--- config.mk ---
export PLATFORM = sky130hd
export DESIGN_NAME = quant_matrix_loader_flat
export DESIGN_NICKNAME = d
export VERILOG_FILES = /design/src/rtl/quant_matrix_loader_if.sv /design/src/rtl/quant_matrix_loader.sv /design/src/flat_wrapper.sv
export SDC_FILE = /design/constraint.sdc
export NUM_CORES = 1
export LEC_CHECK = 0
export ABC_AREA = 1
export BUFFER_PORTS_ARGS = -buffer_cell sky130_fd_sc_hd__buf_2
export CAP_MARGIN = 10
export CORE_UTILIZATION = 45
export DETAILED_ROUTE_END_ITERATION = 10
export GPL_TIMING_DRIVEN = 0
export PLACE_DENSITY = 0.8
export SYNTH_ARGS = -nofsm -noshare
export SYNTH_HDL_FRONTEND = slang
export SYNTH_SLANG_ARGS = --single-unit
--- constraint.sdc ---
create_clock -name clk -period 2.7 [get_ports clk]
set_input_delay 0 -clock clk [delete_from_list [all_inputs] [get_ports clk]]
set_output_delay 0 -clock clk [all_outputs]
set_load 0.02 [all_outputs]
--- src/rtl/quant_matrix_loader_if.sv ---
// ---------------------------------------------------------------------------
// quant_matrix_loader_if
//
// Purpose: bundles every non-clock, non-reset signal of the quantiser matrix
// loader. It carries the upload control (start, matrix_sel, rst_req), the
// byte stream handshake (in_valid, in_data, in_ready), the matrix write port
// (wr_addr, wr_dta, wr_clk_en, intra_wr_en, non_intra_wr_en, rst_values) and
// the status outputs (busy, done, zero_err).
//
// Modports:
//   slave  - the loader's view: control and stream inputs, write/status outputs
//   master - the view of whatever drives the loader (decoder or bench)
// ---------------------------------------------------------------------------
interface quant_matrix_loader_if;
    logic       start;
    logic       matrix_sel;
    logic       rst_req;
    logic       in_valid;
    logic [7:0] in_data;
    logic       in_ready;
    logic [5:0] wr_addr;
    logic [7:0] wr_dta;
    logic       wr_clk_en;
    logic       intra_wr_en;
    logic       non_intra_wr_en;
    logic       rst_values;
    logic       busy;
    logic       done;
    logic       zero_err;

    modport slave (
        input  start, matrix_sel, rst_req, in_valid, in_data,
        output in_ready, wr_addr, wr_dta, wr_clk_en, intra_wr_en,
               non_intra_wr_en, rst_values, busy, done, zero_err
    );

    modport master (
        output start, matrix_sel, rst_req, in_valid, in_data,
        input  in_ready, wr_addr, wr_dta, wr_clk_en, intra_wr_en,
               non_intra_wr_en, rst_values, busy, done, zero_err
    );
endinterface

--- src/rtl/quant_matrix_loader.sv ---
// ---------------------------------------------------------------------------
// quant_matrix_loader
//
// Purpose: receives the 64 values of an MPEG quantiser matrix in transmitted
// (zigzag) order and turns each accepted byte into one write on the matrix
// write port, one cycle later. A restore-defaults request (rst_req) aborts
// any upload and issues a single rst_values strobe to both matrices.
//
// Ports:
//   clk  - clock, rising edge
//   rst  - asynchronous, active-high reset
//   bus  - quant_matrix_loader_if.slave:
//            start/matrix_sel   begin an upload into intra (0) / non-intra (1)
//            rst_req            restore both matrices to default values
//            in_valid/in_data   byte stream, in_ready high only while loading
//            wr_*               registered matrix write port
//            rst_values         restore strobe, qualified by wr_clk_en
//            busy/done          upload status, done pulses with write 63
//            zero_err           pulses with the write of a zero byte
//
// Configuration macro:
//   QUANT_LOADER_ZERO_CHECK_EN - when defined, a received 8'h00 (illegal as a
//   quantiser value) is written as 8'h01 and flagged on zero_err. When
//   undefined, data passes unmodified and zero_err stays 0.
// ---------------------------------------------------------------------------
module quant_matrix_loader (
    input  logic                 clk,
    input  logic                 rst,
    quant_matrix_loader_if.slave bus
);

    typedef enum logic [2:0] {
        IDLE = 3'b001,
        LOAD = 3'b010,
        DONE = 3'b100
    } state_t;

    state_t     state;
    state_t     state_next;
    logic [5:0] count;
    logic       sel_q;

    logic [5:0] wr_addr_q;
    logic [7:0] wr_dta_q;
    logic       wr_clk_en_q;
    logic       intra_wr_en_q;
    logic       non_intra_wr_en_q;
    logic       rst_values_q;
    logic       zero_err_q;

    logic       accept;
    logic       load_entry;
    logic       last_byte;
    logic       data_is_zero;
    logic [7:0] write_data;

    assign accept     = bus.in_valid && (state == LOAD);
    assign load_entry = (state == IDLE) && bus.start && !bus.rst_req;
    assign last_byte  = accept && (count == 6'd63);

`ifdef QUANT_LOADER_ZERO_CHECK_EN
    // Zero is not a legal quantiser value; substitute the smallest legal one.
    assign data_is_zero = (bus.in_data == 8'h00);
    assign write_data   = data_is_zero ? 8'h01 : bus.in_data;
`else
    assign data_is_zero = 1'b0;
    assign write_data   = bus.in_data;
`endif

    // State register. The restore request always wins, so the next-state
    // logic below already folds it in.
    always_ff @(posedge clk or posedge rst) begin
        if (rst) begin
            state <= IDLE;
        end else begin
            state <= state_next;
        end
    end

    // Next-state logic. start is only looked at in IDLE, and DONE lasts
    // exactly one cycle so the done pulse lines up with write 63.
    always_comb begin
        state_next = state;
        case (state)
            IDLE:    if (bus.start) state_next = LOAD;
            LOAD:    if (last_byte) state_next = DONE;
            DONE:    state_next = IDLE;
            default: state_next = IDLE;
        endcase
        if (bus.rst_req) begin
            state_next = IDLE;
        end
    end

    // Position counter and latched target matrix. The counter holds at 63
    // on the final byte instead of wrapping, since LOAD is left right there.
    always_ff @(posedge clk or posedge rst) begin
        if (rst) begin
            count <= 6'd0;
            sel_q <= 1'b0;
        end else begin
            if (bus.rst_req || load_entry) begin
                count <= 6'd0;
            end else if (accept && (count != 6'd63)) begin
                count <= count + 6'd1;
            end
            if (load_entry) begin
                sel_q <= bus.matrix_sel;
            end
        end
    end

    // Registered write port. Strobes default low every cycle while address
    // and data hold. A restore request discards a byte accepted alongside it.
    always_ff @(posedge clk or posedge rst) begin
        if (rst) begin
            wr_addr_q         <= 6'd0;
            wr_dta_q          <= 8'd0;
            wr_clk_en_q       <= 1'b0;
            intra_wr_en_q     <= 1'b0;
            non_intra_wr_en_q <= 1'b0;
            rst_values_q      <= 1'b0;
            zero_err_q        <= 1'b0;
        end else begin
            wr_clk_en_q       <= 1'b0;
            intra_wr_en_q     <= 1'b0;
            non_intra_wr_en_q <= 1'b0;
            rst_values_q      <= 1'b0;
            zero_err_q        <= 1'b0;
            if (bus.rst_req) begin
                wr_clk_en_q  <= 1'b1;
                rst_values_q <= 1'b1;
            end else if (accept) begin
                wr_clk_en_q       <= 1'b1;
                wr_addr_q         <= count;
                wr_dta_q          <= write_data;
                intra_wr_en_q     <= !sel_q;
                non_intra_wr_en_q <= sel_q;
                zero_err_q        <= data_is_zero;
            end
        end
    end

    assign bus.in_ready        = (state == LOAD);
    assign bus.busy            = (state == LOAD) || (state == DONE);
    assign bus.done            = (state == DONE);
    assign bus.wr_addr         = wr_addr_q;
    assign bus.wr_dta          = wr_dta_q;
    assign bus.wr_clk_en       = wr_clk_en_q;
    assign bus.intra_wr_en     = intra_wr_en_q;
    assign bus.non_intra_wr_en = non_intra_wr_en_q;
    assign bus.rst_values      = rst_values_q;
    assign bus.zero_err        = zero_err_q;

endmodule

--- src/flat_wrapper.sv ---
// flat-port wrapper written by rule: the top's interface ports become plain ports
module quant_matrix_loader_flat 
  (clk, rst, bus_start, bus_matrix_sel, bus_rst_req, bus_in_valid, bus_in_data, bus_in_ready, bus_wr_addr, bus_wr_dta, bus_wr_clk_en, bus_intra_wr_en, bus_non_intra_wr_en, bus_rst_values, bus_busy, bus_done, bus_zero_err);
  quant_matrix_loader_if bus_i ();
  input  logic clk;
  input  logic rst;
  input wire logic [$bits(bus_i.start)-1:0] bus_start;
  input wire logic [$bits(bus_i.matrix_sel)-1:0] bus_matrix_sel;
  input wire logic [$bits(bus_i.rst_req)-1:0] bus_rst_req;
  input wire logic [$bits(bus_i.in_valid)-1:0] bus_in_valid;
  input wire logic [$bits(bus_i.in_data)-1:0] bus_in_data;
  output wire logic [$bits(bus_i.in_ready)-1:0] bus_in_ready;
  output wire logic [$bits(bus_i.wr_addr)-1:0] bus_wr_addr;
  output wire logic [$bits(bus_i.wr_dta)-1:0] bus_wr_dta;
  output wire logic [$bits(bus_i.wr_clk_en)-1:0] bus_wr_clk_en;
  output wire logic [$bits(bus_i.intra_wr_en)-1:0] bus_intra_wr_en;
  output wire logic [$bits(bus_i.non_intra_wr_en)-1:0] bus_non_intra_wr_en;
  output wire logic [$bits(bus_i.rst_values)-1:0] bus_rst_values;
  output wire logic [$bits(bus_i.busy)-1:0] bus_busy;
  output wire logic [$bits(bus_i.done)-1:0] bus_done;
  output wire logic [$bits(bus_i.zero_err)-1:0] bus_zero_err;
  assign bus_i.start = bus_start;
  assign bus_i.matrix_sel = bus_matrix_sel;
  assign bus_i.rst_req = bus_rst_req;
  assign bus_i.in_valid = bus_in_valid;
  assign bus_i.in_data = bus_in_data;
  assign bus_in_ready = bus_i.in_ready;
  assign bus_wr_addr = bus_i.wr_addr;
  assign bus_wr_dta = bus_i.wr_dta;
  assign bus_wr_clk_en = bus_i.wr_clk_en;
  assign bus_intra_wr_en = bus_i.intra_wr_en;
  assign bus_non_intra_wr_en = bus_i.non_intra_wr_en;
  assign bus_rst_values = bus_i.rst_values;
  assign bus_busy = bus_i.busy;
  assign bus_done = bus_i.done;
  assign bus_zero_err = bus_i.zero_err;
  quant_matrix_loader u_core (.clk(clk), .rst(rst), .bus(bus_i));
endmodule
== Word level (Yosys, flattened, before mapping) ==
Index checks and enable logic that the tools add are counted.
Word-level totals
  register bits after elaboration: 28
  input bits: 14
  output and inout bits: 22
Operators by class
  add/sub/neg operators: 1
  equality and inequality tests: 7
  muxes and demuxes: 13
  bitwise logic cells: 1
  reduce and logical (&&, ||, !) cells: 12
Operators by type and width (count)
  $mux W6: 2
  $mux W3: 3
  $mux W1: 7
  $add A6 B1 Y6 const B: 1
  $eq A6 B6 Y1 const B: 1
  $ne A6 B6 Y1 const B: 1
  $pmux W3 S2: 1
  $logic_and A1 B1 Y1: 5
  $reduce_and A2 Y1: 2
  $eq A3 B1 Y1 const B: 1
  $eq A3 B2 Y1 const B: 1
  $eq A3 B3 Y1 const B: 1
  $ne A3 B2 Y1 const B: 1
  $ne A3 B3 Y1 const B: 1
  $logic_not A1 Y1: 2
  $logic_or A1 B1 Y1: 2
  $reduce_bool A2 Y1: 1
  $not A1 Y1: 1

== Logic depth before layout (Yosys ltp) ==
Gate-level depths: netlist (run 1).
  depth after elaboration: 6
  depth in mapped cells: 9
  depth with buffers taken out: 8

== Worst setup path before layout (run 1) ==
No wires, ideal clock.
  path kind: reg2reg
  start point: register u_core.state[0]
  end point: register u_core.count[5]
  data arrival time: 1.218 ns
  setup slack: 1.417 ns
  stages on the path, launching flop included: 6
  period minus slack after synthesis: 1.283 ns
  cell sequence: dfstp_2 -> nor3_2 -> nand2_1 -> nor2_4 -> nand3_1 -> nand2_1
Between the ends
  elaborated cells between the ends (all ways): 9
  those cells by class: eq/ne: 2; mux: 1; reduce/logical: 6
RTL lines
  start, declared: line quant_matrix_loader.sv:38  | state_t state;
  start signal, assigned: line quant_matrix_loader.sv:76  | state <= state_next;
  $eq A3 B2 Y1
  via bus_in_ready: line flat_wrapper.sv:12  | output wire logic [$bits(bus_i.in_ready)-1:0] bus_in_ready;
  $logic_and A1 B1 Y1: line quant_matrix_loader.sv:57  | assign accept = bus.in_valid && (state == LOAD);
  $logic_and A1 B1 Y1: line quant_matrix_loader.sv:104  | end else if (accept && (count != 6'd63)) begin
  $reduce_bool A2 Y1 (no line)
  end signal, assigned: line quant_matrix_loader.sv:105  | count <= count + 6'd1;
  end, declared: line quant_matrix_loader.sv:40  | logic [5:0] count;
The timed path passes the listed nets, and every way through them passes these cells.
A chain may end at the register's enable or synchronous reset.

== Final worst setup path (run 1) ==
  start point: register u_core.state[0]
  end point: register u_core.sel_q
Between the ends
  longest elaborated chain between the ends: 3
RTL lines
  $eq A3 B1 Y1: line quant_matrix_loader.sv:58  | assign load_entry = (state == IDLE) && bus.start && !bus.rst_req;
  $logic_and A1 B1 Y1 (2 in series): line quant_matrix_loader.sv:58
  end signal, assigned: line quant_matrix_loader.sv:108  | sel_q <= bus.matrix_sel;
  end, declared: line quant_matrix_loader.sv:41  | logic sel_q;
Every way passes these cells.

==> flow_metrics.tcl, run 1 <==
set metrics [dict create \
    grt_first_pass_wirelength_um 4830 \
    pwr_density_cell_mw_per_mm2 610 \
    cp_data_required_time_ns 2.93 \
    grt_most_used_layer "met2" \
    yosys_warnings 0 \
    grt_overflow 0 \
    synth.cell_area_mm2 0.00131 \
    post-cts-setup-buffers 0 \
    syn-num-nets 162 \
    floorplan.initialDensity_pct 47.5 \
    tritoncts_num_sinks 28 \
    setup_slack_ns 0.877 \
    status "complete, no violations" \
    cts_hold_buf 14 \
    r2r_start "u_core.state[0]" \
    postRouteWirelength_um 2670 \
    timing.reg2reg.setup_slack_ns 0.88 \
    path_buf_inv 1 \
    ordered_list_of_cells_on_the_worst_path "nand3_1, nor2_1, nand2_1, nor2_1, a21oi_1, dlygate4sd3_1" \
    total_negative_slack_ns 0 \
    hold_path_start "bus_in_data[6]" \
    grt_setup_unrepaired "no" \
    final.setup_skew_ns 0.00763 \
    flip_flop_and_latch_count_after_synthesis 28 \
    critPathMaxStageDelay_ns 0.61 \
    core_area_mm2 0.00276 \
    layout.nets 215 \
    place_congestion 0.744 \
    fin_total_pwr_w 0.00104 \
    std_cell_rows 19 \
    floorplan.die.width_um 55.9 \
    irDropWorstVdd_mv 0.544 \
    crit_family "flip-flops" \
    post-route-min-period_ns 1.82 \
    num-fill-cells 231 \
    post_drt_wl_per_cell_um 11.6 \
    grt_pass1_vias 1187 \
    drtIter0Drc 50 \
    worstSetupEndpoint "u_core.sel_q" \
    synth_sequential_area_ratio_pct 53.6 \
    vias_per_cell 4.99 \
    dp.final_hpwl_um 1910 \
    clockBufferDepth 2 \
    grtUsageMet2_pct 36.3 \
    fin_cells 230 \
    areaGrowthSynthToFinish_pct 30.7 \
    p_leak_nw 0.915 \
    placement.io_buffers 34 \
    synth-edff-count 0 \
    slew_headroom_pct 31.4 \
    firstDrtPassIters 6 \
    finalHoldViolations 0 \
    io-pin-count 36 \
    place.detailed.instances 212 \
    layout_worst_path_cycle_share_pct 67.5 \
    async_flop_share_pct 100 \
    detail-route-antenna-nets 0 \
    max_cap_violations 0 \
    yosys.cell_types.count 27 \
    timing_max_transition_violations_final 0 \
    timing.hold.worst.class "input pin to register" \
    timing_worst_slew_pin_value_ns 1.03 \
    critPathArrivalTime_ns 2.05 \
    globalRouteMet1Util_pct 22.5 \
    drive_gt1_share_pct 32.7 \
    crit_path_max_fanout 4 \
    antenna_cells 0 \
    critical-path-slowest-cell "sky130_fd_sc_hd__dfstp_2" \
    number_of_failing_setup_endpoints_in_the_final_timing_report 0 \
    endpoint_kind "register" \
    cts_resized 0 \
    tritoncts "yes" \
    avgSynthCellArea_um2 8.90 \
    grt_util_met3_pct 3.02 \
    dominantRegCellSynth "sky130_fd_sc_hd__dfrtp_1" \
    startpoint "u_core.state[0]" \
    drc_violation_count_after_routing 0 \
    layout.cells.most_common "sky130_fd_sc_hd__nand2_1" \
    timing.fmax_mhz 549 \
    worst-r2r-cell-count 6 \
    die-area_mm2 0.00313 \
    pin_count_of_the_biggest_net_entering_global_routing 29 \
    mostFrequentLayoutCells "40 x sky130_fd_sc_hd__nand2_1, 35 x sky130_fd_sc_hd__buf_2, 27 x sky130_fd_sc_hd__dfrtp_1, 20 x sky130_fd_sc_hd__nand3_1, 14 x sky130_fd_sc_hd__dlygate4sd3_1" \
    r2r_end "u_core.sel_q" \
    cp_num_cells 6 \
    antenna_found_initial 0 \
    worst-setup-path-type "register to register" \
    grt.total_usage_pct 19.6 \
    number_of_cts_inserted_buffers 3 \
    dp_slack_ns 1.34 \
    htree_num_levels 1 \
    die_height_um 55.9 \
    vias 1148 \
    critical-path-top-cell-by-count "sky130_fd_sc_hd__nor2_1" \
    clkSlewWorstSetupHoldPaths_ns 0.15 \
    clk-insertion-delay-late_ns 0.33 \
    timing.critical_path.from_type "register" \
    postSynthCellCount 147 \
    clockRootBuffer "sky130_fd_sc_hd__clkbuf_4" \
]
[worst register-to-register path: stages (launching register included)]
cell and delay [ns]:
sky130_fd_sc_hd__dfstp_2 0.61, sky130_fd_sc_hd__nand3_1 0.11, sky130_fd_sc_hd__nor2_1 0.18, sky130_fd_sc_hd__nand2_1 0.12, sky130_fd_sc_hd__nor2_1 0.10, sky130_fd_sc_hd__a21oi_1 0.05
sky130_fd_sc_hd__dlygate4sd3_1 0.55
[synth_stat cells, types with 2 or more instances]
| master | instances | area (um^2) |
|---|---|---|
| sky130_fd_sc_hd__nand3_1 | 20 | 100 |
| sky130_fd_sc_hd__buf_6 | 2 | 22.5 |
| sky130_fd_sc_hd__nand2_1 | 40 | 150 |
| sky130_fd_sc_hd__nor3_1 | 2 | 10.0 |
| sky130_fd_sc_hd__nand4_1 | 2 | 12.5 |
| sky130_fd_sc_hd__inv_1 | 10 | 37.5 |
| sky130_fd_sc_hd__nor2_1 | 11 | 41.3 |
| sky130_fd_sc_hd__nor2_4 | 4 | 45.0 |
| sky130_fd_sc_hd__buf_4 | 2 | 15.0 |
| sky130_fd_sc_hd__inv_2 | 4 | 15.0 |
| sky130_fd_sc_hd__nand2_2 | 4 | 25.0 |
| sky130_fd_sc_hd__dfrtp_1 | 27 | 676 |
| sky130_fd_sc_hd__o21ai_2 | 5 | 43.8 |
[flip-flops by register name, indices dropped and copies added (netlist names)]
signal,cells
u_core.bus.non_intra_wr_en,1
u_core.state,3
u_core.bus.wr_dta,8
u_core.bus.rst_values,1
u_core.sel_q,1
u_core.count,6
u_core.bus.wr_clk_en,1
u_core.bus.intra_wr_en,1
u_core.bus.wr_addr,6
[kinds of logic (layout without fill, tap and decap cells)]
family / after synthesis / after routing / synth area share (%)
DFF: 28 / 28 / 53.6
AOI/OAI and AO/OA: 8 / 8 / 4.49
and+or+nand+nor: 88 / 88 / 32.4
buffers and inverters: 20 / 72 / 7.55
other: 1 / 1 / 0.287
adders and majority gates: 1 / 1 / 0.956
xor gates and xnor gates: 1 / 1 / 0.669
[worst min path at each step]
stage,to,slack (ns),depth (start not counted)
after floorplan,u_core.bus.rst_values,0.03,0
after global placement,u_core.bus.rst_values,0.19,1
after detailed placement,u_core.bus.rst_values,0.19,1
after CTS,u_core.bus.rst_values,0.37,2
after global routing,u_core.bus.rst_values,0.41,2
final,u_core.bus.wr_dta[6],0.43,4
[where the power goes]
part	internal (W)	switching, W	total [W]
registers	0.000481	0.0000326	0.000513
clock network	0.000150	0.000121	0.000271
logic	0.0000958	0.000162	0.000258
[area by class of cell]
class                      count  area, um^2  area share (%)
buffer                         6        46.3            2.71
tap                           31        38.8            2.27
clock inverter                 1        30.0            1.76
timing repair buffer          48         310            18.1
sequential                    28         702            41.0
clock buffer                   3        22.5            1.32
inverter                      14        52.6            3.07
multi-input combinational     99         508            29.7
[metal layers]
metal	vias to the layer above	part of all wire, %
met5	-	0
met4	0	2.1
met3	7	4.1
met2	29	50
met1	544	43
li1	568	-
[stage by stage]
stage	area (um^2)	utilization (%)	hold slack, ns
3_5_place_dp	1520	55.0	0.186
6_report	1710	62.0	0.427
4_1_cts	1710	62.0	0.371
3_3_place_gp	1520	55.0	0.185
2_1_floorplan	1310	-	0.0314
5_1_grt	1710	62.0	0.413
(Power assumes the default switching activity.)
==> inputs of run 2 (changes only) <==
--- a/config.mk
+++ b/config.mk
@@ -5,13 +5,13 @@
 export SDC_FILE = /design/constraint.sdc
 export NUM_CORES = 1
 export LEC_CHECK = 0
-export ABC_AREA = 1
+export ABC_AREA = 0
 export BUFFER_PORTS_ARGS = -buffer_cell sky130_fd_sc_hd__buf_2
 export CAP_MARGIN = 10
 export CORE_UTILIZATION = 45
 export DETAILED_ROUTE_END_ITERATION = 10
 export GPL_TIMING_DRIVEN = 0
-export PLACE_DENSITY = 0.8
+export PLACE_DENSITY = 0.81
 export SYNTH_ARGS = -nofsm -noshare
 export SYNTH_HDL_FRONTEND = slang
 export SYNTH_SLANG_ARGS = --single-unit
==> constraint.sdc (replaced) <==
create_clock -name clk -period 1.8 [get_ports clk]
set_input_delay 0 -clock clk [delete_from_list [all_inputs] [get_ports clk]]
set_output_delay 0 -clock clk [all_outputs]
set_load 0.02 [all_outputs]
==> flow_metrics.tcl, run 2 <==
set metrics [dict create \
    status "complete, no violations" \
    synth_most_common_cell "sky130_fd_sc_hd__dfrtp_1" \
    grt_setup_unrepaired "no" \
    layout.cells.most_common "sky130_fd_sc_hd__buf_2" \
    synth_sequential_area_ratio_pct 57.2 \
    post-synth-top-area-cell "sky130_fd_sc_hd__dfrtp_1" \
    flip_flop_and_latch_count_after_synthesis 28 \
    drtIter0Drc 22 \
    synth.cell_area_mm2 0.00123 \
    p_leak_nw 0.809 \
    clockRootBuffer "sky130_fd_sc_hd__clkbuf_4" \
    clk-insertion-delay-late_ns 0.32 \
    antenna_found_initial 0 \
    grt_first_pass_wirelength_um 3660 \
    cp_data_required_time_ns 2.01 \
    postSynthCellCount 91 \
    place.detailed.instances 155 \
    floorplan.initialDensity_pct 48.6 \
    async_flop_share_pct 100 \
    dp.final_hpwl_um 1610 \
    final-seq-area_um2 702 \
    syn-num-nets 106 \
    htree_num_levels 1 \
    vias_per_cell 5.22 \
    core_area_mm2 0.00252 \
    clkSlewWorstSetupHoldPaths_ns 0.14 \
    endpoint_kind "register" \
    layout_worst_path_cycle_share_pct 92.8 \
    tritoncts "yes" \
    ordered_list_of_cells_on_the_worst_path "and4bb_4, nor2b_4, buf_6, buf_12, mux2_4" \
    post-route-min-period_ns 1.67 \
    crit_path_max_fanout 10 \
    tritoncts_num_sinks 28 \
    yosys_warnings 0 \
    firstDrtPassIters 4 \
    place_congestion 0.786 \
    timing_max_transition_violations_final 0 \
    grt.total_usage_pct 18.2 \
    floorplan.die.width_um 54.2 \
    layout.nets 157 \
    number_of_failing_setup_endpoints_in_the_final_timing_report 0 \
    post_drt_wl_per_cell_um 13.6 \
    clockBufferDepth 2 \
    postRouteWirelength_um 2330 \
    areaGrowthSynthToFinish_pct 29.7 \
    multiInputGateArea_um2 478 \
    vias 893 \
    drive_gt1_share_pct 45.4 \
    timing.critical_path.from_type "register" \
    post-cts-setup-buffers 0 \
    number_of_cts_inserted_buffers 3 \
    pin_count_of_the_biggest_net_entering_global_routing 29 \
    finalHoldViolations 0 \
    placement.io_buffers 34 \
    dominantRegCellSynth "sky130_fd_sc_hd__dfrtp_1" \
    critPathMaxStageDelay_ns 0.42 \
    grt_pass1_vias 801 \
    critPathArrivalTime_ns 1.88 \
    largest_register_ffs 8 \
    timing.fmax_mhz 599 \
    synth-edff-count 0 \
    antenna_cells 0 \
    total_negative_slack_ns 0 \
    setup_slack_ns 0.129 \
    mostFrequentLayoutCells "34 x sky130_fd_sc_hd__buf_2, 27 x sky130_fd_sc_hd__dfrtp_1, 12 x sky130_fd_sc_hd__dlygate4sd3_1, 8 x sky130_fd_sc_hd__mux2_2, 7 x sky130_fd_sc_hd__mux2_4" \
    synth_top_area_share_pct 55.1 \
    drc_violation_count_after_routing 0 \
    irDropWorstVdd_mv 0.800 \
    dp_slack_ns 0.146 \
    worst-setup-path-type "register to register" \
    detail-route-antenna-nets 0 \
    fin_cells 171 \
    avgSynthCellArea_um2 13.5 \
    timing_worst_slew_pin_value_ns 0.995 \
    io-pin-count 36 \
    std_cell_rows 18 \
    final.setup_skew_ns 0.00721 \
    pwr_density_cell_mw_per_mm2 765 \
    die_height_um 54.2 \
    num-fill-cells 193 \
    die-area_mm2 0.00294 \
    biggest_area_contributors_in_the_synthesized_netlist "sky130_fd_sc_hd__dfrtp_1 55%, sky130_fd_sc_hd__mux2_4 8.6%, sky130_fd_sc_hd__mux2_2 7.3%, sky130_fd_sc_hd__dfstp_2 2.1%, sky130_fd_sc_hd__nor2b_1 2.0%" \
    max_cap_violations 0 \
    yosys.cell_types.count 31 \
    synth_top_cells_by_count "27 x sky130_fd_sc_hd__dfrtp_1, 8 x sky130_fd_sc_hd__mux2_2, 7 x sky130_fd_sc_hd__mux2_4, 5 x sky130_fd_sc_hd__nand2_1" \
    timing.hold.worst.class "input pin to register" \
    grt_overflow 0 \
    critical-path-slowest-cell "sky130_fd_sc_hd__dfrtp_1" \
    slew_headroom_pct 33.6 \
]
==> run 2: cell families after synthesis <==
group	after synthesis	share of synthesized area [%]
buffers and inverters	5	3.78
AND/OR/NAND/NOR	31	15.6
flip-flops	28	57.2
AO/OA/AOI/OAI	9	5.41
other	1	0.306
multiplexers	15	15.9
XOR/XNOR	1	0.714
adder cells (fa/ha/maj)	1	1.02
==> run 2: final timing paths <==
kind | from | endpoint | slack [ns] | cells after the start
min in group asynchronous | rst | u_core.bus.wr_dta[3] | 0.45 | 3
worst max register to register | u_core.state[2] | u_core.bus.wr_dta[5] | 0.13 | 5
worst min-delay path | bus_start | u_core.count[0] | 0.27 | 4
max in group asynchronous | rst | u_core.bus.non_intra_wr_en | 0.74 | 3
worst max-delay path | u_core.state[2] | u_core.bus.wr_dta[5] | 0.13 | 5
worst min register to register | u_core.sel_q | u_core.bus.intra_wr_en | 0.45 | 1
==> run 2: cell type report <==
class	count	share of cell area, %
timing repair buffer	46	18.3
tap	30	2.36
sequential	28	44.1
multi-input combinational	58	30.1
clock buffer	4	2.28
buffer	3	2.44
inverter	2	0.472
==> run 2: layer usage <==
layer	routed length, um	global-route usage [%]	vias up	share of wire, %
met5	0	0	-	0
met4	29	8.12	0	1.2
met3	157	3.95	5	6.7
met2	1170	28.9	47	50
met1	966	23.7	422	42
li1	-	-	419	-
==> run 2: repair_timing <==
item	4_1_cts	5_1_grt
gates resized for setup	0	0
hold buffers	12	0
hold endpoints to repair	39	0
==> run 2: power breakdown <==
part	internal, W	leakage (nW)	switching [W]
clock	0.000124	0.0210	0.000168
sequential	0.000676	0.375	0.0000247
combinational	0.000111	0.414	0.000113
==> run 2: critical path, delay by kind of cell, from the launching register on <==
family	cells	cell delay [ns]
and+or+nand+nor	2	0.56
DFF	1	0.42
muxes	1	0.30
buffers and inverters	2	0.29
==> run 2: per-stage QoR <==
step	util [%]	cell area (um^2)	hold WS [ns]	power [W]
final	63.0	1590	0.267	0.00122
after floorplan	-	1230	0.0314	0.000843
after CTS	63.0	1590	0.263	0.00122
after global placement	56.8	1430	0.215	0.000906
after global routing	63.0	1590	0.283	0.00128
after detailed placement	56.8	1430	0.216	0.000917
